==> config.mk <==
export PLATFORM = sky130hd
export DESIGN_NAME = multicycle_control
export DESIGN_NICKNAME = d
export VERILOG_FILES = /design/src/rtl/multicycle_control.sv
export SDC_FILE = /design/constraint.sdc
export NUM_CORES = 1
export LEC_CHECK = 0
export ABC_AREA = 0
export CAP_MARGIN = 30
export CORE_MARGIN = 5
export CORE_UTILIZATION = 45
export CTS_CLUSTER_DIAMETER = 50
export DETAILED_ROUTE_END_ITERATION = 10
export PLACE_DENSITY = 0.76
export SYNTH_ARGS = -nofsm -noshare
export SYNTH_HDL_FRONTEND = slang
export SYNTH_SLANG_ARGS = --single-unit
==> constraint.sdc <==
create_clock -name clk -period 2.1 [get_ports clk]
set_input_delay 0.42 -clock clk [delete_from_list [all_inputs] [get_ports clk]]
set_output_delay 0.42 -clock clk [all_outputs]
set_load 0.05 [all_outputs]
==> src/rtl/multicycle_control.sv <==
// Multicycle MIPS main control: Moore FSM that sequences fetch/decode/execute/memory/writeback.
// Memory waits use a ready handshake; a saturating wait counter raises a timeout exception.
module multicycle_control #(
    parameter int unsigned MEM_TIMEOUT  = 15,
    parameter bit          EN_IMM_LOGIC = 1'b1,
    parameter bit          EN_SB        = 1'b1
) (
    input  logic       clk,
    input  logic       rst_n,
    input  logic [5:0] opcode,
    input  logic       mem_ready,
    output logic       pc_write,
    output logic       pc_write_cond,
    output logic       branch_ne,
    output logic       iord,
    output logic       mem_read,
    output logic       mem_write,
    output logic       byte_mode,
    output logic       ir_write,
    output logic       mem2reg,
    output logic       reg_dst,
    output logic       reg_write,
    output logic       alu_src_a,
    output logic [1:0] alu_src_b,
    output logic [1:0] alu_op,
    output logic [1:0] pc_src,
    output logic       exception,
    output logic [1:0] cause,
    output logic       ls_active,
    output logic [3:0] state
);

    typedef enum logic [3:0] {
        StFetch    = 4'd0,
        StDecode   = 4'd1,
        StMemAddr  = 4'd2,
        StMemRead  = 4'd3,
        StMemWb    = 4'd4,
        StMemWrite = 4'd5,
        StRExec    = 4'd6,
        StRWb      = 4'd7,
        StIExec    = 4'd8,
        StIWb      = 4'd9,
        StBranch   = 4'd10,
        StJump     = 4'd11,
        StExcept   = 4'd12
    } state_e;

    localparam int unsigned     CntW       = (MEM_TIMEOUT > 0) ? $clog2(MEM_TIMEOUT + 1) : 1;
    localparam logic [CntW-1:0] TimeoutVal = CntW'(MEM_TIMEOUT);

    state_e          state_q, state_d;
    logic [5:0]      op_q, op_d;
    logic [1:0]      cause_q, cause_d;
    logic [CntW-1:0] cnt_q, cnt_d;
    logic            wait_st;
    logic            timed_out;

    always_comb begin
        wait_st   = state_q inside {StFetch, StMemRead, StMemWrite};
        timed_out = (MEM_TIMEOUT != 0) && wait_st && !mem_ready && (cnt_q == TimeoutVal);
        state_d   = state_q;
        op_d      = op_q;
        cause_d   = cause_q;
        case (state_q)
            StFetch: begin
                if (timed_out) begin
                    state_d = StExcept;
                    cause_d = 2'b10;
                end else if (mem_ready) begin
                    state_d = StDecode;
                end
            end
            StDecode: begin
                op_d = opcode;
                case (opcode)
                    6'd0:                 state_d = StRExec;
                    6'd35, 6'd43:         state_d = StMemAddr;
                    6'd40:                state_d = EN_SB ? StMemAddr : StExcept;
                    6'd8:                 state_d = StIExec;
                    6'd10, 6'd12, 6'd13:  state_d = EN_IMM_LOGIC ? StIExec : StExcept;
                    6'd4, 6'd5:           state_d = StBranch;
                    6'd2:                 state_d = StJump;
                    default:              state_d = StExcept;
                endcase
                if (state_d == StExcept) cause_d = 2'b01;
            end
            StMemAddr: state_d = (op_q == 6'd35) ? StMemRead : StMemWrite;
            StMemRead, StMemWrite: begin
                if (timed_out) begin
                    state_d = StExcept;
                    cause_d = 2'b10;
                end else if (mem_ready) begin
                    state_d = (state_q == StMemRead) ? StMemWb : StFetch;
                end
            end
            StRExec:  state_d = StRWb;
            StIExec:  state_d = StIWb;
            StMemWb, StRWb, StIWb, StBranch, StJump, StExcept: state_d = StFetch;
            default:  state_d = StFetch;
        endcase

        // Counter restarts on every state change, so each wait state sees a fresh budget.
        if (state_d != state_q || !wait_st) begin
            cnt_d = '0;
        end else if (!mem_ready && !(&cnt_q)) begin
            cnt_d = cnt_q + CntW'(1);
        end else begin
            cnt_d = cnt_q;
        end
    end

    always_ff @(posedge clk) begin
        if (!rst_n) begin
            state_q <= StFetch;
            op_q    <= '0;
            cause_q <= '0;
            cnt_q   <= '0;
        end else begin
            state_q <= state_d;
            op_q    <= op_d;
            cause_q <= cause_d;
            cnt_q   <= cnt_d;
        end
    end

    always_comb begin
        pc_write      = 1'b0;
        pc_write_cond = 1'b0;
        branch_ne     = 1'b0;
        iord          = 1'b0;
        mem_read      = 1'b0;
        mem_write     = 1'b0;
        byte_mode     = 1'b0;
        ir_write      = 1'b0;
        mem2reg       = 1'b0;
        reg_dst       = 1'b0;
        reg_write     = 1'b0;
        alu_src_a     = 1'b0;
        alu_src_b     = 2'b00;
        alu_op        = 2'b00;
        pc_src        = 2'b00;
        exception     = 1'b0;
        ls_active     = 1'b0;
        cause         = cause_q;
        case (state_q)
            StFetch: begin
                mem_read  = 1'b1;
                alu_src_b = 2'b01;
                ir_write  = mem_ready;
                pc_write  = mem_ready;
            end
            StDecode:   alu_src_b = 2'b11;
            StMemAddr: begin
                alu_src_a = 1'b1;
                alu_src_b = 2'b10;
                ls_active = 1'b1;
            end
            StMemRead: begin
                mem_read  = 1'b1;
                iord      = 1'b1;
                ls_active = 1'b1;
            end
            StMemWb: begin
                reg_write = 1'b1;
                mem2reg   = 1'b1;
                ls_active = 1'b1;
            end
            StMemWrite: begin
                mem_write = 1'b1;
                iord      = 1'b1;
                byte_mode = (op_q == 6'd40);
                ls_active = 1'b1;
            end
            StRExec: begin
                alu_src_a = 1'b1;
                alu_op    = 2'b10;
            end
            StRWb: begin
                reg_write = 1'b1;
                reg_dst   = 1'b1;
            end
            StIExec: begin
                alu_src_a = 1'b1;
                alu_src_b = 2'b10;
                alu_op    = (op_q == 6'd8) ? 2'b00 : 2'b11;
            end
            StIWb:      reg_write = 1'b1;
            StBranch: begin
                alu_src_a     = 1'b1;
                alu_op        = 2'b01;
                pc_write_cond = 1'b1;
                pc_src        = 2'b01;
                branch_ne     = (op_q == 6'd5);
            end
            StJump: begin
                pc_write = 1'b1;
                pc_src   = 2'b10;
            end
            StExcept: begin
                exception = 1'b1;
                pc_write  = 1'b1;
                pc_src    = 2'b11;
            end
            default: ;
        endcase
        // The reset cycle must not leak any strobe or stale cause.
        if (!rst_n) begin
            pc_write      = 1'b0;
            pc_write_cond = 1'b0;
            branch_ne     = 1'b0;
            iord          = 1'b0;
            mem_read      = 1'b0;
            mem_write     = 1'b0;
            byte_mode     = 1'b0;
            ir_write      = 1'b0;
            mem2reg       = 1'b0;
            reg_dst       = 1'b0;
            reg_write     = 1'b0;
            alu_src_a     = 1'b0;
            alu_src_b     = 2'b00;
            alu_op        = 2'b00;
            pc_src        = 2'b00;
            exception     = 1'b0;
            ls_active     = 1'b0;
            cause         = 2'b00;
        end
    end

    assign state = state_q;

endmodule

==> PnR_summary.wiki <==
{| class="wikitable"
! Metric !! Value
|-
| Failing checks || negative setup slack
|-
| Total power per unit cell area || 493.9 nW/um^2
|-
| Share of synthesized cell area in and, or, nand and nor gates || 38.58%
|-
| Number of DRC violations after detailed-routing iteration 0 || 88
|-
| Unrepaired setup endpoints after global routing || yes
|-
| Final WL || 4473 um
|-
| Horizontal die dimension || 63.83 um
|-
| Count of flip-flops with a built-in enable after synthesis || 0
|-
| Arrival time at the worst endpoint || 1.78 ns
|-
| Final period utilization || 104.8%
|-
| Worst hold path type || flop to flop
|-
| Fraction of the mapped netlist area in compound gates || 23.13%
|-
| Skew final || 0.001611 ns
|-
| Syn_nets || 185
|-
| Multiplexer fraction of the synthesized cell area || 1.536%
|-
| Worst skew pair latency || 0.29 ns
|-
| Final number of setup-violating endpoints || 1
|-
| Standard cell core area || 2758 sq um
|-
| Fin cells || 250
|-
| Number of antenna violations at the first check in global routing || 0
|-
| Syn Std Cell Area || 1304 sq um
|-
| Critical Setup Path Class || flop to output port
|-
| Count of input and output buffers || 34
|-
| Proportion of layout cells with a drive suffix above 1 || 42.01%
|-
| Top_reg_cell synth || sky130_fd_sc_hd__dfxtp_1
|-
| Number of top-level pins || 35
|-
| Remaining antenna violation count after routing || 0
|-
| Maximum root-to-sink buffer count || 2
|-
| Post-route minimum period || 2.202 ns
|-
| Leakage dissipation || 0.8720 nW
|-
| Cells traversed along the worst timing path || or3b_4, or4_4, nor3_4, buf_12
|-
| Total grt overflow || 0
|-
| Number of distinct library cell variants in the gate-level netlist after synthesis || 53
|-
| Number of global-route vias before repair || 1562
|-
| Crit path max-delay cell type || sky130_fd_sc_hd__or4_4
|-
| Adder-cell share of the synthesized area || 0.9597%
|-
| Vias per cell || 6.324
|-
| Critical Path Start Type || flop
|-
| Number of filler cells placed in the layout || 198
|-
| Total iterations of the first detailed-routing run || 5
|-
| Number of storage elements in the synthesis netlist || 16
|-
| Final number of hold-violating endpoints || 0
|-
| Synth Area in XOR/XNOR || 4.702%
|-
| Hold Buf Count CTS || 0
|-
| Detailed-placement wirelength estimate || 3123 um
|-
| Count of synthesis-stage warnings from yosys || 0
|-
| Slack of the critical path || -0.1016 ns
|-
| Relative max-transition margin || 73.09%
|-
| Total Power Consumption || 0.001078 W
|-
| Area growth from synthesis to layout || 67.37%
|-
| Placed cell count || 242
|-
| Run status || finished with violations
|-
| Critical path endpoint category || output port
|-
| Number of sinks handled by clock tree synthesis || 16
|-
| First-pass GRT wire length || 7486 um
|-
| Gate Count Post-Synth || 175
|-
| Routed len/inst || 17.89 um
|-
| Post-place setup slack || -0.1752 ns
|-
| Final Max Slew Viols || 0
|-
| # rows || 19
|-
| Die outline height || 63.83 um
|-
| Maximum vdd ir drop || 0.0004469 V
|-
| Final-stage net count || 231
|-
| Share of flip-flops with an asynchronous set or reset || 0%
|-
| Maximum cell stage delay along the critical path || 0.44 ns
|-
| Share of the yosys chip area belonging to registers || 24.57%
|-
| Required time of the critical path || 1.68 ns
|-
| Total track usage || 22.36%
|-
| Max FO, Critical Path || 2
|-
| Clock tree from TritonCTS || yes
|-
| Crit path max-delay family || simple AND/OR/NAND/NOR gates
|-
| Worst-path clk slew || 0.09 ns
|-
| Antenna diodes || 0
|-
| Maximum clock frequency || 454.2 MHz
|-
| Via count || 1581
|-
| Number of buffers created by CTS || 3
|-
| Area of the die || 4074 sq um
|-
| Reported max-cap violation count || 0
|-
| Clock root buffer || sky130_fd_sc_hd__clkbuf_4
|-
| Count of H-tree levels built during CTS || 1
|-
| CP bufs+invs || 1
|-
| Main combinational cell family by area after synthesis || simple AND/OR/NAND/NOR gates
|-
| Gp weighted congestion || 0.9749
|-
| Syn avg cell area || 7.450 sq um
|-
| Final setup TNS || -0.1016 ns
|-
| DRC violations left || 0
|-
| Initial cell density of the core || 47.28%
|-
| Maximum number of pins on one net before global-route repair || 25
|-
| Transition at the pin with the smallest max-transition slack || 0.3987 ns
|}
==> registers in the layout (all words and copies together) (netlist names) <==
name / cells
cause_q: 2
cnt_q: 4
state: 4
op_q: 6
==> report_power, final <==
group,switching [W],total (W),internal (W),leakage (nW)
Sequential,0.0000427,0.000369,0.000326,0.134
Combinational,0.000306,0.000548,0.000242,0.724
Clock,0.0000942,0.000161,0.0000669,0.0138
Total,0.000443,0.00108,0.000635,0.872
==> per-stage QoR <==
stage | area (sq um) | utilization [%] | hold WS [ns]
6_report | 2182 | 79.13 | 0.5174
5_1_grt | 2182 | 79.13 | 0.5411
4_1_cts | 2153 | 78.09 | 0.4914
3_5_place_dp | 2072 | 75.14 | 0.4816
3_3_place_gp | 2072 | 75.14 | 0.4641
2_1_floorplan | 1451 | - | 0.4399
==> worst paths after layout <==
check           start         to  slack [ns]  cells past startpoint
max reg2reg  state[3]   state[1]        0.30                      5
min reg2reg   op_q[5]    op_q[5]        0.52                      2
min           op_q[5]    op_q[5]        0.52                      2
max           op_q[0]  byte_mode       -0.10                      4
==> cell type report <==
class	instances	area [sq um]	share of cell area, %
inverters	4	17.52	0.8028
clock buffers	3	22.52	1.032
well taps	31	38.79	1.778
flip-flops and latches	16	336.6	15.42
repair buffers	55	706.9	32.40
multi-input cells	141	1060	48.57
==> layer usage <==
layer	vias to the layer above	global-route usage (%)	part of all wire [%]
li1	739	-	-
met1	751	25.08	38
met2	77	40.70	53
met3	14	4.028	6.7
met4	0	9.610	1.9
met5	-	0	0
==> worst register-to-register path, cell delays in order (launching register included) <==
cell,delay [ns]
sky130_fd_sc_hd__dfxtp_4,0.40
sky130_fd_sc_hd__buf_4,0.21
sky130_fd_sc_hd__or4b_1,0.70
sky130_fd_sc_hd__nor4_1,0.21
sky130_fd_sc_hd__o21ai_0,0.12
sky130_fd_sc_hd__nand3_1,0.10
==> placed cells by master, fill, tap and decap left out, drive strengths merged, types with 2 or more instances in the layout <==
cell           count
inv                4
nand2b             5
and3b              2
a211oi             2
nor2b              6
and3               3
a21oi             13
o21ai              7
xor2               3
a31oi              2
o311a              4
or2                3
and2               4
nand2             19
nor4b              3
a211o              2
nor2              12
clkbuf             3
buf               47
clkdlybuf4s50      7
nor3              12
nand3              4
dfxtp             16
xnor2              4
or4                2
mux2i              2
nor4               4
==> Yosys cell counts (all sizes together), types with 2 or more instances <==
cell type | number | area (sq um)
a211o | 2 | 17.52
a211oi | 2 | 15.01
a21oi | 13 | 65.06
a31oi | 2 | 12.51
and2 | 4 | 25.02
and3 | 3 | 18.77
and3b | 2 | 20.02
buf | 10 | 55.05
clkbuf | 4 | 15.01
dfxtp | 16 | 320.3
inv | 4 | 15.01
mux2i | 2 | 20.02
nand2 | 19 | 71.32
nand2b | 5 | 31.28
nand3 | 4 | 20.02
nor2 | 12 | 45.04
nor2b | 6 | 37.54
nor3 | 12 | 60.06
nor4 | 4 | 25.02
nor4b | 3 | 41.29
o21ai | 7 | 35.03
o311a | 4 | 41.29
or2 | 3 | 18.77
or4 | 2 | 15.01
xnor2 | 4 | 35.03
xor2 | 3 | 26.28
==> logic make-up after synthesis <==
logic type                 after synthesis
and+or+nand+nor                         88
AOI/OAI and AO/OA                       43
buffers and inverters                   18
DFF                                     16
xor gates and xnor gates                 7
muxes                                    2
adders and majority gates                1
==> timing repair <==
item                       4_1_cts  5_1_grt
setup endpoints to repair       16        9
pin swaps                        2        2
resized for setup               10        6
setup buffers                    4        1
Note: power is estimated with default switching activity, not from simulation.
